### config.mk
export PLATFORM = sky130hd
export DESIGN_NAME = ecu_gpio_responder
export DESIGN_NICKNAME = d
export VERILOG_FILES = /design/src/rtl/ecu_gpio_pkg.sv /design/src/rtl/ecu_gpio_sync.sv /design/src/rtl/ecu_gpio_responder.sv
export SDC_FILE = /design/constraint.sdc
export NUM_CORES = 1
export LEC_CHECK = 0
export CORE_UTILIZATION = 53
export DETAILED_ROUTE_END_ITERATION = 16
export PLACE_DENSITY = 0.82
export SLEW_MARGIN = 40
export SYNTH_ARGS = -nofsm -noshare
export SYNTH_HDL_FRONTEND = slang
export SYNTH_SLANG_ARGS = --single-unit
### constraint.sdc
create_clock -name clk_clk -period 1.8 [get_ports clk_clk]
set_clock_uncertainty 0.05 [all_clocks]
set_input_delay 0.54 -clock clk_clk [delete_from_list [all_inputs] [get_ports clk_clk]]
set_output_delay 0.54 -clock clk_clk [all_outputs]
set_load 0.05 [all_outputs]
### src/rtl/ecu_gpio_pkg.sv
// -----------------------------------------------------------------------------
// ecu_gpio_pkg
// Shared definitions for the ECU GPIO bank responder: register word addresses,
// the register selector enum and the byteenable-to-bitmask helper.
// -----------------------------------------------------------------------------
package ecu_gpio_pkg;

    localparam logic [2:0] ADDR_IN   = 3'd0;
    localparam logic [2:0] ADDR_OUT  = 3'd1;
    localparam logic [2:0] ADDR_SET  = 3'd2;
    localparam logic [2:0] ADDR_CLR  = 3'd3;
    localparam logic [2:0] ADDR_EDGE = 3'd4;
    localparam logic [2:0] ADDR_MASK = 3'd5;
    localparam logic [2:0] ADDR_POL  = 3'd6;
    localparam logic [2:0] ADDR_RSVD = 3'd7;

    typedef enum logic [2:0] {
        REG_IN   = ADDR_IN,
        REG_OUT  = ADDR_OUT,
        REG_SET  = ADDR_SET,
        REG_CLR  = ADDR_CLR,
        REG_EDGE = ADDR_EDGE,
        REG_MASK = ADDR_MASK,
        REG_POL  = ADDR_POL,
        REG_RSVD = ADDR_RSVD
    } ecu_gpio_reg_e;

    // Expand the four byte lanes into a 32-bit bit mask.
    function automatic logic [31:0] be_to_mask(input logic [3:0] be);
        logic [31:0] m;
        m = 32'd0;
        for (int i = 0; i < 4; i++) begin
            m[i*8 +: 8] = {8{be[i]}};
        end
        return m;
    endfunction

endpackage

### src/rtl/ecu_gpio_sync.sv
// -----------------------------------------------------------------------------
// ecu_gpio_sync
// WIDTH x SYNC_STAGES flop chain bringing asynchronous pins into clk.
// Ports:
//   clk   - clock
//   rst_n - synchronous active-low reset, clears every stage
//   d     - asynchronous input bits
//   q     - last synchronizer stage
// -----------------------------------------------------------------------------
module ecu_gpio_sync #(
    parameter int WIDTH       = 32,
    parameter int SYNC_STAGES = 2
) (
    input  logic             clk,
    input  logic             rst_n,
    input  logic [WIDTH-1:0] d,
    output logic [WIDTH-1:0] q
);

    // Stage 0 sits in the low WIDTH bits; the oldest stage in the top bits.
    logic [SYNC_STAGES*WIDTH-1:0] chain_r;

    // Shift the pins through the synchronizer chain.
    always_ff @(posedge clk) begin
        if (!rst_n) begin
            chain_r <= '0;
        end else begin
            chain_r <= {chain_r[(SYNC_STAGES-1)*WIDTH-1:0], d};
        end
    end

    assign q = chain_r[SYNC_STAGES*WIDTH-1 -: WIDTH];

endmodule

### src/rtl/ecu_gpio_responder.sv
// -----------------------------------------------------------------------------
// ecu_gpio_responder
// Avalon-MM slave for one ECU GPIO bank: direct-write OUT register with atomic
// SET/CLR aliases, synchronized IN port, per-bit polarity-selected edge capture
// (write-1-to-clear) and a maskable level interrupt. Fixed read latency of 1.
// Ports:
//   clk_clk, reset_reset_n  - clock, synchronous active-low reset
//   avs_address/read/write  - word address and one-cycle transfer strobes
//   avs_writedata/byteenable- write data and byte lanes
//   avs_readdata/valid      - registered read response, one cycle after read
//   gpio_in                 - asynchronous input pins
//   gpio_out                - output pins (OUT register)
//   irq                     - registered OR of EDGE & MASK
// -----------------------------------------------------------------------------
module ecu_gpio_responder
    import ecu_gpio_pkg::*;
#(
    parameter int WIDTH       = 32,
    parameter int SYNC_STAGES = 2
) (
    input  logic             clk_clk,
    input  logic             reset_reset_n,
    input  logic [2:0]       avs_address,
    input  logic             avs_read,
    input  logic             avs_write,
    input  logic [31:0]      avs_writedata,
    input  logic [3:0]       avs_byteenable,
    output logic [31:0]      avs_readdata,
    output logic             avs_readdatavalid,
    input  logic [WIDTH-1:0] gpio_in,
    output logic [WIDTH-1:0] gpio_out,
    output logic             irq
);

    localparam logic [31:0] WIDTH_MASK =
        (WIDTH >= 32) ? 32'hFFFF_FFFF : ((32'd1 << WIDTH) - 32'd1);

    ecu_gpio_reg_e    reg_sel_s;
    logic [31:0]      wr_mask32_s;
    logic [WIDTH-1:0] wr_bits_s;
    logic [WIDTH-1:0] wdata_s;

    logic [WIDTH-1:0] sync_in_s;
    logic [WIDTH-1:0] in_dly_r;
    logic             armed_r;
    logic [WIDTH-1:0] capture_s;

    logic [WIDTH-1:0] out_r,  out_next_s;
    logic [WIDTH-1:0] edge_r, edge_next_s;
    logic [WIDTH-1:0] mask_r, mask_next_s;
    logic [WIDTH-1:0] pol_r,  pol_next_s;
    logic [WIDTH-1:0] w1c_s;
    logic             irq_r;

    logic [31:0]      rd_word_s;
    logic [31:0]      rdata_r;
    logic             rvalid_r;

    assign reg_sel_s   = ecu_gpio_reg_e'(avs_address);
    assign wr_mask32_s = be_to_mask(avs_byteenable) & WIDTH_MASK;
    assign wr_bits_s   = wr_mask32_s[WIDTH-1:0];
    assign wdata_s     = avs_writedata[WIDTH-1:0];

    ecu_gpio_sync #(
        .WIDTH       (WIDTH),
        .SYNC_STAGES (SYNC_STAGES)
    ) u_sync (
        .clk   (clk_clk),
        .rst_n (reset_reset_n),
        .d     (gpio_in),
        .q     (sync_in_s)
    );

    // Edge detection: compare synchronized pins against last cycle's copy,
    // suppressed on the first cycle after reset while the copy is loaded.
    always_comb begin
        capture_s = '0;
        if (armed_r) begin
            capture_s = (sync_in_s & ~in_dly_r & pol_r) |
                        (~sync_in_s & in_dly_r & ~pol_r);
        end else begin
            capture_s = '0;
        end
    end

    // Register write decode; a fresh capture overrides a same-cycle W1C.
    always_comb begin
        out_next_s  = out_r;
        mask_next_s = mask_r;
        pol_next_s  = pol_r;
        w1c_s       = '0;
        if (avs_write) begin
            case (reg_sel_s)
                REG_OUT:  out_next_s  = (out_r & ~wr_bits_s) | (wdata_s & wr_bits_s);
                REG_SET:  out_next_s  = out_r | (wdata_s & wr_bits_s);
                REG_CLR:  out_next_s  = out_r & ~(wdata_s & wr_bits_s);
                REG_EDGE: w1c_s       = wdata_s & wr_bits_s;
                REG_MASK: mask_next_s = (mask_r & ~wr_bits_s) | (wdata_s & wr_bits_s);
                REG_POL:  pol_next_s  = (pol_r & ~wr_bits_s) | (wdata_s & wr_bits_s);
                default:  w1c_s       = '0;
            endcase
        end else begin
            w1c_s = '0;
        end
        edge_next_s = (edge_r & ~w1c_s) | capture_s;
    end

    // Read mux; write-only and reserved words read as zero.
    always_comb begin
        rd_word_s = 32'd0;
        case (reg_sel_s)
            REG_IN:   rd_word_s[WIDTH-1:0] = sync_in_s;
            REG_OUT:  rd_word_s[WIDTH-1:0] = out_r;
            REG_EDGE: rd_word_s[WIDTH-1:0] = edge_r;
            REG_MASK: rd_word_s[WIDTH-1:0] = mask_r;
            REG_POL:  rd_word_s[WIDTH-1:0] = pol_r;
            default:  rd_word_s = 32'd0;
        endcase
    end

    // Control/status registers and the edge-detect delayed copy.
    always_ff @(posedge clk_clk) begin
        if (!reset_reset_n) begin
            out_r    <= '0;
            edge_r   <= '0;
            mask_r   <= '0;
            pol_r    <= '0;
            in_dly_r <= '0;
            armed_r  <= 1'b0;
        end else begin
            out_r    <= out_next_s;
            edge_r   <= edge_next_s;
            mask_r   <= mask_next_s;
            pol_r    <= pol_next_s;
            in_dly_r <= sync_in_s;
            armed_r  <= 1'b1;
        end
    end

    // Interrupt flop, one cycle behind the EDGE/MASK registers.
    always_ff @(posedge clk_clk) begin
        if (!reset_reset_n) begin
            irq_r <= 1'b0;
        end else begin
            irq_r <= |(edge_r & mask_r);
        end
    end

    // Read response: data sampled before any same-cycle write takes effect.
    always_ff @(posedge clk_clk) begin
        if (!reset_reset_n) begin
            rdata_r  <= 32'd0;
            rvalid_r <= 1'b0;
        end else begin
            rvalid_r <= avs_read;
            if (avs_read) begin
                rdata_r <= rd_word_s;
            end else begin
                rdata_r <= rdata_r;
            end
        end
    end

    assign gpio_out          = out_r;
    assign irq               = irq_r;
    assign avs_readdata      = rdata_r;
    assign avs_readdatavalid = rvalid_r;

endmodule
==> results.md <==
- CTS root buf: clkbuf_16
- Hold Path Origin: u_sync.chain_r[14]
- Max Clk Rate: ~0.57 GHz
- Antenna violations before repair: 1
- Syn Inst Count: 1168
- CTS tree: built
- RR Endpoint: irq
- Synthesis-to-layout area growth: 34.4%
- Fill cells: approximately 1.4k
- Worst Setup Path Type: flip-flop to output port
- First-pass GRT wire length: between 50 and 60 mm
- Slowest stage delay, CP: 0.47 ns
- Critical-path cell list: buf_12
- Synth area leader: dfxtp_1
- CP top delay family: flip-flops
- Leak Pwr: between 5 and 6 nW
- Critical Path Sink Type: output port
- Synth unique cells: 38
- Routed vias/inst: about 6.2
- Final total power: 12.8 mW
- Clk sinks: 259
- Final worst-path cycle share: about 98%
- Starting Density: 54.7%
- Hold Vio Cnt, Final: 0
- GRT overflow: 0
- Design area: around 14000 sq um
- Fin cells: about 1.6k
- H-tree depth: 1
- Net count, final: about 1.4k
- Yosys reg bits: ~260
- Routed WL per cell: around 20 um
- Required @ worst endpoint: around 1.2 ns
- IR drop worst, VDD: approximately 0.66 mV
- Clk slew on worst S/H paths: ~0.070 ns
- Vias in the first global route: around 9.7k
- Placed Area: about 14000 sq um
- Reg2Reg Setup Slack: roughly 0.38 ns
- PwrDens: about 880 nW/um^2
- Synth Net Count: between 1k and 1.5k
- Post-CTS Hold Fix Bufs: 0
- Clock Latency Late Sink: ~0.52 ns
- CTS buffer count: 25
- Worst Reg-to-Reg Cells: 3
- Largest net degree at the start of global routing: 69
- Rel. slew slack: 70.2%
- GRT Resource Usage Total: a little under a third
- Status: complete, no violations
- Die W: 144 um
- Synthesis Warnings: 0
- Top cells by area, synth: dfxtp_1 48%, a21boi_1 6.6%, nand2_1 6.1%
- Max clock buf depth: 3
- Setup TNS: 0 ns
- Buf/Inv on CP: 1
- Sw Ratio: 23.3%
- P_sw: approximately 3.0 mW
- WP data arrival: approximately 1.2 ns
- Internal: a little under 10 mW
- Routability Congestion: about 0.97
- Part of the power in registers: a little under half
- Top cell type's share of synthesized area: between 40% and 50%
- Dpl hpwl: roughly 22 mm
- Via count: 9952
- Comb power frac: under 10%
- Maxcap violations: 0
- Die footprint: 20800 sq um
- Synthesized area: 10700 sq um
- IO Count: 141
- Row cnt: between 50 and 60
- Dpl cells: ~1.6k
- Syn Area/Cell: ~9.2 sq um
- Fin crit period: about 1.8 ns
- DR pass1 iterations: 5
- Fin. max-slew vios: 0
- Final Setup Violations: 0
- Hold Path Depth: 1
- CP max FO: 3
- Hold Path Class: flip-flop to flip-flop
- Routed Antenna Nets: 0
- Sequential cell area fraction in the yosys report: about 48%
- Die height: 144 um
- Hold path endpoint: u_sync.chain_r[46]
- Slew @ Worst Pin: 0.448 ns
- Area of the multi-input gates: between 5000 and 6000 sq um
- Final Core Density: between 70% and 80%
- Slowest-stage cell, CP: dfxtp_1
- Share of cells above drive strength 1: 17.8%
- CORE AREA: 19700 sq um
- Initial DRC count: around 1.2k
- Register Area: around 5200 sq um
- Clock power frac: 43.4%
- Worst r2r src: edge_r[7]
- RSZ-0062 raised after global routing: false
- Drt drc: 0
- Startpoint types: flip-flop
- I/O Buffers: between 100 and 150
- Final wirelength: roughly 32 mm
-- power by group through the flow --
| stage | combinational, mW | clock (mW) | sequential [mW] |
|---|---|---|---|
| floorplan | 0.501 | 0 | 6.18 |
| global placement | 1.15 | 0 | 6.14 |
| detailed placement | 1.17 | 0 | 6.14 |
| CTS | 1.19 | 5.58 | 6.02 |
| global route | 1.27 | 5.82 | 6.03 |
| finish | 1.21 | 5.54 | 6.02 |
-- cell usage after synthesis, drive strengths merged --
cell,instances
nand4,4
o211a,1
clkbuf,47
buf,39
nor3b,33
nor2,57
nand2b,1
o21ai,122
a22oi,17
a32o,8
nor2b,1
o22ai,1
nand3b,1
mux2i,32
dfxtp,259
a221oi,31
nor3,1
and3b,1
nand3,64
a32oi,24
nand4b,1
and4b,2
and3,8
inv,4
o2bb2ai,31
and4bb,1
o41a,1
a21boi,96
and2,97
nand2,183
-- layer usage --
layer  track usage, %  routed length (um)  vias to the layer above
li1                 -                   -                     4481
met1             41.2               12500                     4735
met2             51.2               15100                      618
met3             4.54                3180                      116
met4             13.6                1230                        2
met5                0                  17                        -
-- cell usage in the layout, fill, tap and decap left out, types with 31 or more instances in the layout --
cell and n:
nand2_1 176, dfxtp_1 259, buf_12 83, o2bb2ai_1 31, nand3_1 64, and2_1 97
nor3b_1 32, nor2_1 57, o21ai_1 63, clkdlybuf4s50_1 70, buf_4 68, mux2i_1 32
a21boi_1 94, o21ai_0 59
-- logic make-up after synthesis --
family | Yosys count | synth area share (%)
AOI/OAI and AO/OA | 332 | 23.4
buffers and inverters | 90 | 4.24
DFF | 259 | 48.3
muxes | 32 | 2.98
and+or+nand+nor | 455 | 21.1
-- cell type report --
class / instances / area share (%)
sequential: 259 / 35.9
multi-input combinational: 819 / 35.6
timing repair buffer: 225 / 20.1
clock buffer: 28 / 4.55
tap: 265 / 2.30
clock inverter: 16 / 1.44
inverter: 4 / 0.104
antenna: 1 / 0.0173
-- what timing repair did --
item                                   in CTS  in global routing
setup buffers                               3                  0
endpoints found under the hold margin       0                  0
gates resized for setup                     4                  1
setup endpoints to repair                  31                 37
pin swaps                                   1                  0
-- stage by stage --
| step | setup WS (ns) | hold slack, ns |
|---|---|---|
| after global routing | 0.0189 | 0.394 |
| after detailed placement | -0.577 | 0.369 |
| after CTS | 0.00745 | 0.383 |
| after global placement | -0.515 | 0.363 |
| final | 0.0345 | 0.381 |
| after floorplan | 0.169 | 0.362 |
-- how the worst max path moves through the flow --
stage                   startpoint  depth (start not counted)  slack (ns)                to
global placement    avs_address[1]                          7       -0.51  avs_readdata[20]
detailed placement  avs_address[1]                          7       -0.58  avs_readdata[31]
CTS                 avs_address[0]                          7       0.007         flip-flop
floorplan           avs_address[1]                          7        0.17  avs_readdata[10]
finish                 gpio_out[0]                          1        0.03       gpio_out[0]
global route           gpio_out[0]                          1        0.02       gpio_out[0]
Note: power is estimated with default switching activity, not from simulation.
